$ cat config.mk
export PLATFORM = sky130hd
export DESIGN_NAME = csi_packet_parser
export DESIGN_NICKNAME = d
export VERILOG_FILES = /design/src/rtl/csi_packet_parser.sv
export SDC_FILE = /design/constraint.sdc
export NUM_CORES = 1
export LEC_CHECK = 0
export ABC_CLOCK_PERIOD_IN_PS = 5850
export BUFFER_PORTS_ARGS = -buffer_cell sky130_fd_sc_hd__buf_4
export CAP_MARGIN = 20
export CORE_ASPECT_RATIO = 0.75
export CORE_MARGIN = 8
export CORE_UTILIZATION = 55
export DETAILED_ROUTE_END_ITERATION = 16
export PLACE_DENSITY = 0.84
export SLEW_MARGIN = 20
export SYNTH_ARGS = -nofsm -noshare
export SYNTH_HDL_FRONTEND = slang
export SYNTH_SLANG_ARGS = --single-unit
$ cat constraint.sdc
create_clock -name sys_clk -period 5.85 [get_ports sys_clk]
set_clock_uncertainty 0.1 [all_clocks]
set_input_delay 1.17 -clock sys_clk [delete_from_list [all_inputs] [get_ports sys_clk]]
set_output_delay 1.17 -clock sys_clk [all_outputs]
set_load 0.01 [all_outputs]
$ cat src/rtl/csi_packet_parser.sv
// rtl/csi_packet_parser.sv - CSI-2 packet header parser and RAW payload forwarder
//
// Purpose: parses CSI-2 packet headers from the merged 32-bit receiver word
// stream. Payload words of the accepted long data type are forwarded with
// byte enables. Frame, line and error strobes are emitted, and the frame
// number and line index are tracked for the RAM address generator.
//
// Ports:
//   sys_clk      in   1   system clock
//   reset        in   1   synchronous, active-high
//   in_valid     in   1   in_data valid this cycle
//   in_sop       in   1   first word after HS sync (packet header)
//   in_data      in  32   received word, [7:0] first on the wire
//   pix_valid    out  1   payload word valid
//   pix_data     out 32   payload word
//   pix_be       out  4   byte enables (partial only on the last word)
//   pix_last     out  1   last payload word of the packet
//   frame_start  out  1   FS short packet pulse
//   frame_end    out  1   FE short packet pulse
//   line_start   out  1   accepted long header pulse
//   frame_num    out 16   WC field of the last FS
//   line_idx     out 16   current/next accepted line within the frame
//   trunc_err    out  1   sop arrived before the payload finished
//   len_err      out  1   long header with WC > MAX_WC
module csi_packet_parser #(
  parameter logic [5:0]  ACCEPT_DT = 6'h2B,
  parameter logic [15:0] MAX_WC    = 16'd4096
) (
  input  logic        sys_clk,
  input  logic        reset,
  input  logic        in_valid,
  input  logic        in_sop,
  input  logic [31:0] in_data,
  output logic        pix_valid,
  output logic [31:0] pix_data,
  output logic [3:0]  pix_be,
  output logic        pix_last,
  output logic        frame_start,
  output logic        frame_end,
  output logic        line_start,
  output logic [15:0] frame_num,
  output logic [15:0] line_idx,
  output logic        trunc_err,
  output logic        len_err
);

  typedef enum logic [1:0] {
    IDLE    = 2'd0,
    PAYLOAD = 2'd1,
    SKIP    = 2'd2
  } state_t;

  state_t      state, state_d;
  logic [15:0] rem, rem_d;

  // Header fields; VC (in_data[7:6]) and ECC (in_data[31:24]) are ignored.
  logic [5:0]  hdr_dt;
  logic [15:0] hdr_wc;
  logic        hdr_seen;
  logic        hdr_short;
  logic        hdr_too_long;
  logic        hdr_accept;
  logic        pay_word;
  logic        pay_end;

  assign hdr_dt       = in_data[5:0];
  assign hdr_wc       = in_data[23:8];
  assign hdr_seen     = in_valid && in_sop;
  assign hdr_short    = (hdr_dt < 6'h10);
  assign hdr_too_long = !hdr_short && (hdr_wc > MAX_WC);
  assign hdr_accept   = !hdr_short && !hdr_too_long && (hdr_dt == ACCEPT_DT);
  assign pay_word     = in_valid && !in_sop && (state == PAYLOAD);
  assign pay_end      = (rem <= 16'd4);

  // Next-value signals for the registered outputs
  logic        pix_valid_d;
  logic [31:0] pix_data_d;
  logic [3:0]  pix_be_d;
  logic        pix_last_d;
  logic        frame_start_d;
  logic        frame_end_d;
  logic        line_start_d;
  logic [15:0] frame_num_d;
  logic [15:0] line_idx_d;
  logic        trunc_err_d;
  logic        len_err_d;

  // State register and output registers
  always_ff @(posedge sys_clk) begin
    if (reset) begin
      state       <= IDLE;
      rem         <= 16'd0;
      pix_valid   <= 1'b0;
      pix_data    <= 32'd0;
      pix_be      <= 4'd0;
      pix_last    <= 1'b0;
      frame_start <= 1'b0;
      frame_end   <= 1'b0;
      line_start  <= 1'b0;
      frame_num   <= 16'd0;
      line_idx    <= 16'd0;
      trunc_err   <= 1'b0;
      len_err     <= 1'b0;
    end else begin
      state       <= state_d;
      rem         <= rem_d;
      pix_valid   <= pix_valid_d;
      pix_data    <= pix_data_d;
      pix_be      <= pix_be_d;
      pix_last    <= pix_last_d;
      frame_start <= frame_start_d;
      frame_end   <= frame_end_d;
      line_start  <= line_start_d;
      frame_num   <= frame_num_d;
      line_idx    <= line_idx_d;
      trunc_err   <= trunc_err_d;
      len_err     <= len_err_d;
    end
  end

  // Next-state logic; a sop word is always a header, whatever the state
  always_comb begin
    state_d = state;
    rem_d   = rem;
    if (hdr_seen) begin
      if (hdr_short) begin
        state_d = IDLE;
      end else if (hdr_accept && (hdr_wc != 16'd0)) begin
        state_d = PAYLOAD;
        rem_d   = hdr_wc;
      end else begin
        state_d = SKIP;
      end
    end else if (pay_word) begin
      if (pay_end) begin
        state_d = SKIP;   // trailing CRC / padding is dropped
      end else begin
        rem_d = rem - 16'd4;
      end
    end
  end

  // Output logic (values registered on the next edge)
  always_comb begin
    pix_valid_d   = 1'b0;
    pix_data_d    = 32'd0;
    pix_be_d      = 4'd0;
    pix_last_d    = 1'b0;
    frame_start_d = 1'b0;
    frame_end_d   = 1'b0;
    line_start_d  = 1'b0;
    frame_num_d   = frame_num;
    line_idx_d    = line_idx;
    trunc_err_d   = 1'b0;
    len_err_d     = 1'b0;

    if (hdr_seen) begin
      // An interrupted payload is abandoned without pix_last or a line count
      trunc_err_d = (state == PAYLOAD);
      if (hdr_short) begin
        if (hdr_dt == 6'h00) begin
          frame_start_d = 1'b1;
          frame_num_d   = hdr_wc;
          line_idx_d    = 16'd0;
        end else if (hdr_dt == 6'h01) begin
          frame_end_d = 1'b1;
        end
      end else if (hdr_too_long) begin
        len_err_d = 1'b1;
      end else if (hdr_accept) begin
        line_start_d = 1'b1;
        // An empty accepted line completes immediately
        if (hdr_wc == 16'd0) begin
          line_idx_d = line_idx + 16'd1;
        end
      end
    end else if (pay_word) begin
      pix_valid_d = 1'b1;
      pix_data_d  = in_data;
      if (pay_end) begin
        pix_last_d = 1'b1;
        line_idx_d = line_idx + 16'd1;
        // rem is 1..4 here; anything not 1..3 is a full word
        case (rem[2:0])
          3'd1:    pix_be_d = 4'b0001;
          3'd2:    pix_be_d = 4'b0011;
          3'd3:    pix_be_d = 4'b0111;
          default: pix_be_d = 4'b1111;
        endcase
      end else begin
        pix_be_d = 4'hF;
      end
    end
  end

endmodule

== After elaboration in Yosys (flattened, before gate mapping) ==
Index checks and enable logic that the tools add are counted.

* $add $sub $neg: 2
* Order comparisons: 3
* Equality and inequality tests: 13
* Muxes and demuxes: 26
* Bitwise logic cells: 3
* Reduce and logical (&&, ||, !) cells: 26

{| class="wikitable"
|+ Operators by type and width
! kind !! count
|-
| 16-bit 2-to-1 mux || 13
|-
| 16-bit by 1-bit adder with 16-bit output, second input constant || 1
|-
| 16-bit by 13-bit greater-than comparator with 1-bit output, second input constant || 1
|-
| 16-bit by 3-bit less-or-equal comparator with 1-bit output, second input constant || 1
|-
| 16-bit zero test || 1
|-
| 16-bit nonzero test || 1
|-
| 16-bit by 3-bit subtractor with 16-bit output, second input constant || 1
|-
| 4-bit case mux with 3 select lines || 1
|-
| 2-bit 2-to-1 mux || 5
|-
| 3-bit OR reduction || 3
|-
| 4-bit OR reduction || 2
|-
| 1-bit logical AND || 7
|-
| 3-bit by 2-bit == test with 1-bit output, second input constant || 2
|-
| 6-bit by 1-bit == test with 1-bit output, second input constant || 1
|-
| 6-bit == test, second input constant || 1
|-
| 6-bit zero test || 1
|-
| 6-bit by 5-bit < comparator with 1-bit output, second input constant || 1
|-
| 1-bit 2-to-1 mux || 6
|-
| 3-bit by 1-bit inequality test with 1-bit output, second input constant || 2
|-
| 6-bit AND reduction || 1
|-
| 4-bit 2-to-1 mux || 1
|-
| 2-bit inequality test, second input constant || 2
|-
| 4-bit AND reduction || 1
|-
| 2-bit nonzero test || 2
|-
| other kinds (10) || 15
|}

* Register bits after elaboration: 93
* Output and inout port bits: 75
* Logic and storage cells: 86

== Logic depth before layout (Yosys ltp) ==
Gate-level depths: netlist (run 1).

* Depth in word-level cells: 10
* Mapped depth: 8
* Mapped depth without buffers: 7

== Worst setup path after synthesis (run 1) ==
No wires, ideal clock.

* Path type: input -> register
* From: in in_data[8]
* To: reg rem[10]
* Arrival: 2.879 ns
* Path slack: 2.739 ns
* Cell stages on the path: 7
* Path buffers: 2
* Cells stage by stage: nor4_1 > a31oi_1 > or4b_2 > clkbuf_1 > clkbuf_1 > a21oi_1 > o32ai_1

* Cells in the longest elaborated chain, start to end: 8
* Elaborated cells on any way between the ends: 9
* Classes of those cells: order compare: 1; eq/ne: 1; reduce/logical: 7

{| class="wikitable"
|+ Ends and longest elaborated chain
! item !! line !! RTL
|-
| start, declared || 33 || <nowiki>input logic [31:0] in_data,</nowiki>
|-
| 16-bit by 13-bit greater-than comparator with 1-bit output || 70 || <nowiki>assign hdr_too_long = !hdr_short && (hdr_wc > MAX_WC);</nowiki>
|-
| 1-bit logical AND || 70 ||
|-
| 1-bit zero test || 71 || <nowiki>assign hdr_accept = !hdr_short && !hdr_too_long && (hdr_dt == ACCEPT_DT);</nowiki>
|-
| 1-bit logical AND (2 in series) || 71 ||
|-
| 1-bit logical AND (*) || 128 || <nowiki>end else if (hdr_accept && (hdr_wc != 16'd0)) begin</nowiki>
|-
| 2-bit by 1-bit inequality test with 1-bit output (no line) (*) || -- ||
|-
| 4-bit AND reduction (no line) (*) || -- ||
|-
| end signal, assigned || 106 || <nowiki>rem <= rem_d;</nowiki>
|-
| end, declared || 54 || <nowiki>logic [15:0] rem, rem_d;</nowiki>
|}

Mark *: on every way between the ends. The rest lies on a longest branch, timed or not.
A chain may end at the register's enable or synchronous reset.

== Worst setup path in the final report (run 1) ==
* From: in in_data[16]
* To: reg rem[10]

The elaborated chain is that of the path after synthesis.

==> results of run 1 <==
==> area by class of cell <==
type / instances / area share
Clock inverter: 6 / 0.01916
Multi-Input combinational cell: 319 / 0.3753
Inverter: 7 / 0.005365
Sequential cell: 93 / 0.3802
Timing Repair Buffer: 113 / 0.1732
Tap cell: 84 / 0.02146
Clock buffer: 9 / 0.02529
==> worst paths after layout <==
path	startpoint	to	slack [ps]	cells after the start
min	frame_num[1]	frame_num[1]	360	2
min reg2reg	frame_num[1]	frame_num[1]	360	2
max	in_data[16]	rem[10]	2690	6
max reg2reg	rem[6]	line_idx[9]	3060	5
==> metrics by stage <==
step                instance area [µm²]  hold slack [ps]  setup slack, ps    util  power (W)
floorplan                          3839            331.8             2739       -  0.0006805
global placement                   4663            343.4             2114  0.6859  0.0007155
detailed placement                 4663            348.8             2062  0.6859  0.0007163
CTS                                4881            363.8             2445  0.7179   0.001186
global route                       4897            386.6             2422  0.7203   0.001216
finish                             4897            361.7             2685  0.7203   0.001178
==> registers in the layout (all words and copies together) (netlist names), 2 cells and up <==
| signal | count |
|---|---|
| state | 2 |
| line_idx | 16 |
| pix_data | 32 |
| rem | 16 |
| frame_num | 16 |
| pix_be | 4 |
==> routing by layer <==
metal	vias up	wire length [µm]	GRT usage
met5	-	0	0
met4	0	156	0.07195
met3	16	1042	0.06817
met2	202	5168	0.3804
met1	1898	5100	0.2977
li1	1844	-	-
==> power breakdown <==
| part | total [W] | internal (W) | switching [W] |
|---|---|---|---|
| combinational | 0.0000676 | 0.0000252 | 0.0000424 |
| clock | 0.000475 | 0.000243 | 0.000232 |
| sequential | 0.000635 | 0.000634 | 0.00000136 |
==> layout by cell type, fill, tap and decap left out, types with 2 or more instances in the layout <==
master and instances:
buf_4 113, dfxtp_1 93, nand2_1 57, a21oi_1 53, and3_1 37, nor2_1 33
nand4_1 13, nor4_1 13, nand3_1 12, or4_1 11, o31ai_1 11, o21ai_0 9
clkbuf_8 9, nor3_1 7, o32ai_1 7, inv_1 6, a31oi_1 6, or3_1 3
nor2b_1 3, a32o_1 3, ha_1 3, inv_6 3, and2_1 2, o22ai_1 2
nor3b_1 2, o31a_1 2, o21a_1 2, o21ai_1 2, mux2i_1 2, a311oi_1 2
bufinv_16 2
==> worst register-to-register path, cell delays in order (launching register included) <==
cell     delay, ps
dfxtp_1        350
or3_1          500
or3_4          460
o31a_1         550
or4_1          610
a21oi_1        160
==> synthesized netlist by cell type (2+ instances only) <==
| master | number | share of area |
|---|---|---|
| nand4_1 | 13 | 0.021 |
| o41ai_1 | 2 | 0.0046 |
| dfxtp_1 | 93 | 0.49 |
| mux2i_1 | 2 | 0.0052 |
| a311oi_1 | 2 | 0.0046 |
| and3_1 | 37 | 0.060 |
| nand2_1 | 57 | 0.056 |
| a31oi_1 | 6 | 0.0098 |
| nor3b_1 | 2 | 0.0039 |
| inv_1 | 6 | 0.0059 |
| o21a_1 | 2 | 0.0039 |
| nor4_1 | 13 | 0.021 |
| clkbuf_1 | 29 | 0.028 |
| ha_1 | 3 | 0.0098 |
| o22ai_1 | 2 | 0.0033 |
| a32o_1 | 3 | 0.0078 |
| nor3_1 | 8 | 0.010 |
| o21ai_0 | 9 | 0.012 |
| a21oi_1 | 53 | 0.069 |
| or3_1 | 3 | 0.0049 |
| nand3_1 | 12 | 0.016 |
| o31a_1 | 2 | 0.0046 |
| o32ai_1 | 7 | 0.016 |
| o31ai_1 | 11 | 0.022 |
| and2_1 | 2 | 0.0033 |
| nor2_1 | 34 | 0.033 |
| nor2b_1 | 3 | 0.0049 |
| or4_1 | 11 | 0.022 |
| o21ai_1 | 2 | 0.0026 |
==> kinds of logic (layout without fill, tap and decap cells) <==
| family | Yosys count | count (layout) | share of synthesized area |
|---|---|---|---|
| XOR/XNOR | 1 | 1 | 0.002282 |
| buffers and inverters | 39 | 135 | 0.04041 |
| flip-flops | 93 | 93 | 0.4850 |
| multiplexers | 2 | 2 | 0.005215 |
| AO/OA/AOI/OAI | 107 | 107 | 0.1737 |
| AND/OR/NAND/NOR | 206 | 206 | 0.2836 |
| adder cells (fa/ha/maj) | 3 | 3 | 0.009779 |
==> qor.yml, run 1 <==
placed_design:
  place_congestion: 0.8968
  port_buffers: 110
  placedCellCount: 616
  place_hpwl_um: 8145
cts:
  cts.sinks: 93
  clk_latency_ps: 370
  post_cts_buffers: 0
  cts_tree: "yes"
  path_clk_slew_ps: 90
  cts-root-buf: "clkbuf_8"
  numCtsBuffers: 9
  holdBufCountCts: 0
  cts_resized: 0
  htree_num_levels: 3
  clock_path_buffers: 2
route:
  drc: 0
  dr.pass1.iters: 5
  ant_nets: 0
  via_per_inst: 6.276
  vias: 3960
  first_iter_violations: 483
  drt_wl_total_um: 11470
  drt-wirelength-per-cell_um: 18.17
logic_synthesis:
  syn_avg_cell_area_um2: 8.511
  synth.distinct_cells: 51
  syn_nets: 490
  ys_ff_latch: 93
  synth_area_um2: 3839
  synth_edf_count: 0
  ys_seq_area_frac: 0.4850
  ys_async_sr_fraction: 0
  synthFlopType: "dfxtp_1"
  synth_cells: 451
  yosys_warnings: 0
global_route:
  grtUsageTotal: 0.2345
  grt_pass1_vias: 3763
  antenna_found_initial: 0
  grt_pass1_wl_um: 18890
  globalRouteOverflowTotal: 0
  grt_max_degree: 47
status:
  status: "finished clean"
final_layout:
  final_layout_size_suffix_gt1_frac: 0.2505
  final_nets: 582
  seq_area_um2: 1862
  fin_cells: 631
  area_growth_pct: 27.58
  insertedDiodeCount: 0
  multiInputGateArea_um2: 1838
  n_fill_cell: 534
timing:
  finalCriticalPeriod_ps: 3165
  min_period_over_period: 0.5410
  tns_ps: 0
  slew_viol_final: 0
  fmax_mhz: 316.0
  setup_viol: 0
  hold_violations: 0
  worst_pin_slew_ps: 902.8
  slew_headroom: 0.3981
  rsz0062_at_grt: "false"
floorplan:
  die_y_um: 88.35
  die-area_um2: 9936
  num_rows: 26
  core_region_area_um2: 6799
  die_x_um: 112.5
  io_pins: 111
  initial_utilization: 0.5646
worst_setup_path:
  cpMaxStageDelayCell: "nor4b_2"
  end_kind: "flop"
  path_cells: "buf_4 -> nor4_1 -> a31oi_1 -> nor4b_2 -> nor2_1 -> o32ai_1"
  path_class: "input port to flop"
  worst-path-buf-inv: 1
  crit_path_max_incr_delay_ps: 730
  cp.arrival_ps: 3350
  crit_fanout: 7
  startpoint_type: "input port"
  critPathTopFamily: "simple AND/OR/NAND/NOR gates"
  cp_data_required_time_ps: 6030
power_and_ir_drop:
  power_density_nw_per_um2: 240.5
  p_leak_nw: 2.114
  ir_worst_vdd_mv: 0.1258
min_path:
  hp-class: "flop to flop"
job:
  cap_violations: 0
No activity file was read; power rests on OpenSTA's default activity.
==> run 2: changes to the inputs <==
ABC_CLOCK_PERIOD_IN_PS = 2900   (was 5850)
CORE_UTILIZATION = 46   (was 55)
PLACE_DENSITY = 0.75   (was 0.84)
clock period = 2.9 ns   (was 5.85 ns; I/O delays follow)
==> qor.yml, run 2 (synthesized netlist as in run 1, its figures left out) <==
worst_setup_path:
  path_cells: "or4_1 -> or3_4 -> o31a_1 -> or4_1 -> a21oi_1"  # was buf_4 -> nor4_1 -> a31oi_1 -> nor4b_2 -> nor2_1 -> o32ai_1
  startpoint_type: "flop"  # was input port
  critPathTopFamily: "simple AND/OR/NAND/NOR gates"  # unchanged
  regToRegSetupSlack_ps: 170  # was 3060 ps
  cp.arrival_ps: 2940  # was 3350 ps
  r2r_start: "rem[12]"  # was rem[6]
  end_kind: "flop"  # unchanged
  r2r_cells: 5  # unchanged
  path_class: "flop to flop"  # was input port to flop
  cp-endpoint: "line_idx[9]"  # was rem[10]
  path_common_cell: "or4_1"
  cp.depth: 5  # was 6
  worst-path-buf-inv: 0  # was 1
  crit_fanout: 17  # was 7
  cp_data_required_time_ps: 3110  # was 6030 ps
  crit_path_max_incr_delay_ps: 580  # was 730 ps
  cpMaxStageDelayCell: "or4_1"  # was nor4b_2
  cp-startpoint: "rem[12]"  # was in_data[16]
  reg2reg_to: "line_idx[9]"  # unchanged
final_layout:
  stdcell_area_um2: 4999  # was 4897 µm²
  largest_reg_flops: 32  # unchanged
  area_growth_pct: 30.22  # was 27.58%
  mostFrequentLayoutCells: "128 x buf_4, 93 x dfxtp_1, 57 x nand2_1, 53 x a21oi_1, 37 x and3_1"  # was 113 x buf_4, 93 x dfxtp_1, 57 x nand2_1, 53 x a21oi_1, 37 x and3_1
  final_nets: 597  # was 582
  final_layout_size_suffix_gt1_frac: 0.2633  # was 0.2505
  layout_commonest_cell: "buf_4"  # unchanged
  n_fill_cell: 704  # was 534
  largest_register: "pix_data"  # unchanged
  insertedDiodeCount: 0  # unchanged
timing:
  setup_viol: 0  # unchanged
  slew_viol_final: 0  # unchanged
  min_period_over_period: 0.9413
  hold_violations: 0  # unchanged
  fin_ws_ps: 170.3  # was 2685 ps
  fmax_mhz: 366.3
  slew_headroom: 0.3975  # was 0.3981
  tns_ps: 0  # unchanged
  rsz0062_at_grt: "false"  # unchanged
  finalCriticalPeriod_ps: 2730
  worst_pin_slew_ps: 903.8  # was 902.8 ps
power_and_ir_drop:
  power_density_nw_per_um2: 460.6  # was 240.5 nW/µm²
  p_leak_nw: 2.166  # was 2.114 nW
  ir_worst_vdd_mv: 0.2093  # was 0.1258 mV
  total_power_w: 0.002302  # was 0.001178 W
global_route:
  grt_pass1_vias: 3516  # was 3763
  antenna_found_initial: 0  # unchanged
  grt_max_degree: 46  # was 47
  grtUsageTotal: 0.2009  # was 0.2345
  globalRouteOverflowTotal: 0  # unchanged
  grt_pass1_wl_um: 18530  # was 18890 µm
floorplan:
  die-area_um2: 11550  # was 9936 µm²
  initial_utilization: 0.4640  # was 0.5646
  core_region_area_um2: 8273  # was 6799 µm²
  num_rows: 29  # was 26
  die_y_um: 95.11  # was 88.35 µm
  io_pins: 111  # unchanged
  die_x_um: 121.5  # was 112.5 µm
min_path:
  hp-class: "input port to flop"  # was flop to flop
route:
  first_iter_violations: 387  # was 483
  drt-met1-wl_um: 5534  # was 5100 µm
  drc: 0  # unchanged
  ant_nets: 0  # unchanged
  vias: 3912  # was 3960
  dr.pass1.iters: 5  # unchanged
  via_per_inst: 5.839  # was 6.276
  drt-wirelength-per-cell_um: 17.76  # was 18.17 µm
  wl_met3_um: 1031  # was 1042 µm
  drt_wl_total_um: 11900  # was 11470 µm
  highest_layer: "met4"  # unchanged
  dr_wl_met2_um: 5163  # was 5168 µm
status:
  status: "finished clean"  # unchanged
cts:
  clk_latency_ps: 370  # about the same
  path_clk_slew_ps: 90  # about the same
  cts.sinks: 93  # unchanged
  cts_tree: "yes"  # unchanged
  holdBufCountCts: 0  # unchanged
  cts-root-buf: "clkbuf_8"  # unchanged
  clock_path_buffers: 2  # unchanged
  cts_resized: 0  # unchanged
  htree_num_levels: 3  # unchanged
  post_cts_buffers: 0  # unchanged
  numCtsBuffers: 9  # unchanged
job:
  cap_violations: 0  # unchanged
placed_design:
  pre_cts_ws_ps: 164.3  # was 2062 ps
  dpl_cell_area_um2: 4806  # was 4663 µm²
  port_buffers: 110  # unchanged
  place_congestion: 0.8417  # was 0.8968
  place_hpwl_um: 8506  # was 8145 µm
[run 2: worst min-delay path by stage]
stage	start	to	slack (ps)	cells after the start
floorplan	state[0]	state[0]	330	2
global placement	frame_num[5]	frame_num[5]	340	2
detailed placement	frame_num[14]	frame_num[14]	350	2
CTS	in_data[3]	frame_end	290	2
global route	in_data[2]	frame_end	290	2
finish	in_data[2]	frame_end	290	2
[run 2: area by class of cell]
cell class	instances	area (µm²)	area share
clock inverters	6	68.82	0.01377
multi-input cells	319	1822	0.3645
inverters	7	26.28	0.005257
repair buffers	128	960.9	0.1922
well taps	108	135.1	0.02703
clock buffers	9	123.9	0.02478
flip-flops and latches	93	1862	0.3725
[run 2: report_power, final]
group	total, W	internal, W	switching (W)
clock network	0.000873	0.000401	0.000472
logic	0.000148	0.0000575	0.0000900
registers	0.00128	0.00128	0.00000261
[run 2: worst reg2reg max path: stages, from the launching register on]
cell and delay, ps:
dfxtp_1 360, or4_1 570, or3_4 390, o31a_1 500, or4_1 580, a21oi_1 170
[run 2: per-layer routing]
metal,global-route usage,vias up
li1,-,1864
met1,0.2724,1857
met2,0.3067,174
met3,0.04911,17
met4,0.06960,0
met5,0,-
[run 2: through the flow]
step           utilization  std cells  hold slack [ps]
6_report            0.6042        670            292.0
5_1_grt             0.6042        670            292.7
4_1_cts             0.6042        670            285.5
3_5_place_dp        0.5809        655            348.8
3_3_place_gp        0.5809        655            343.1
2_1_floorplan            -        451            331.8
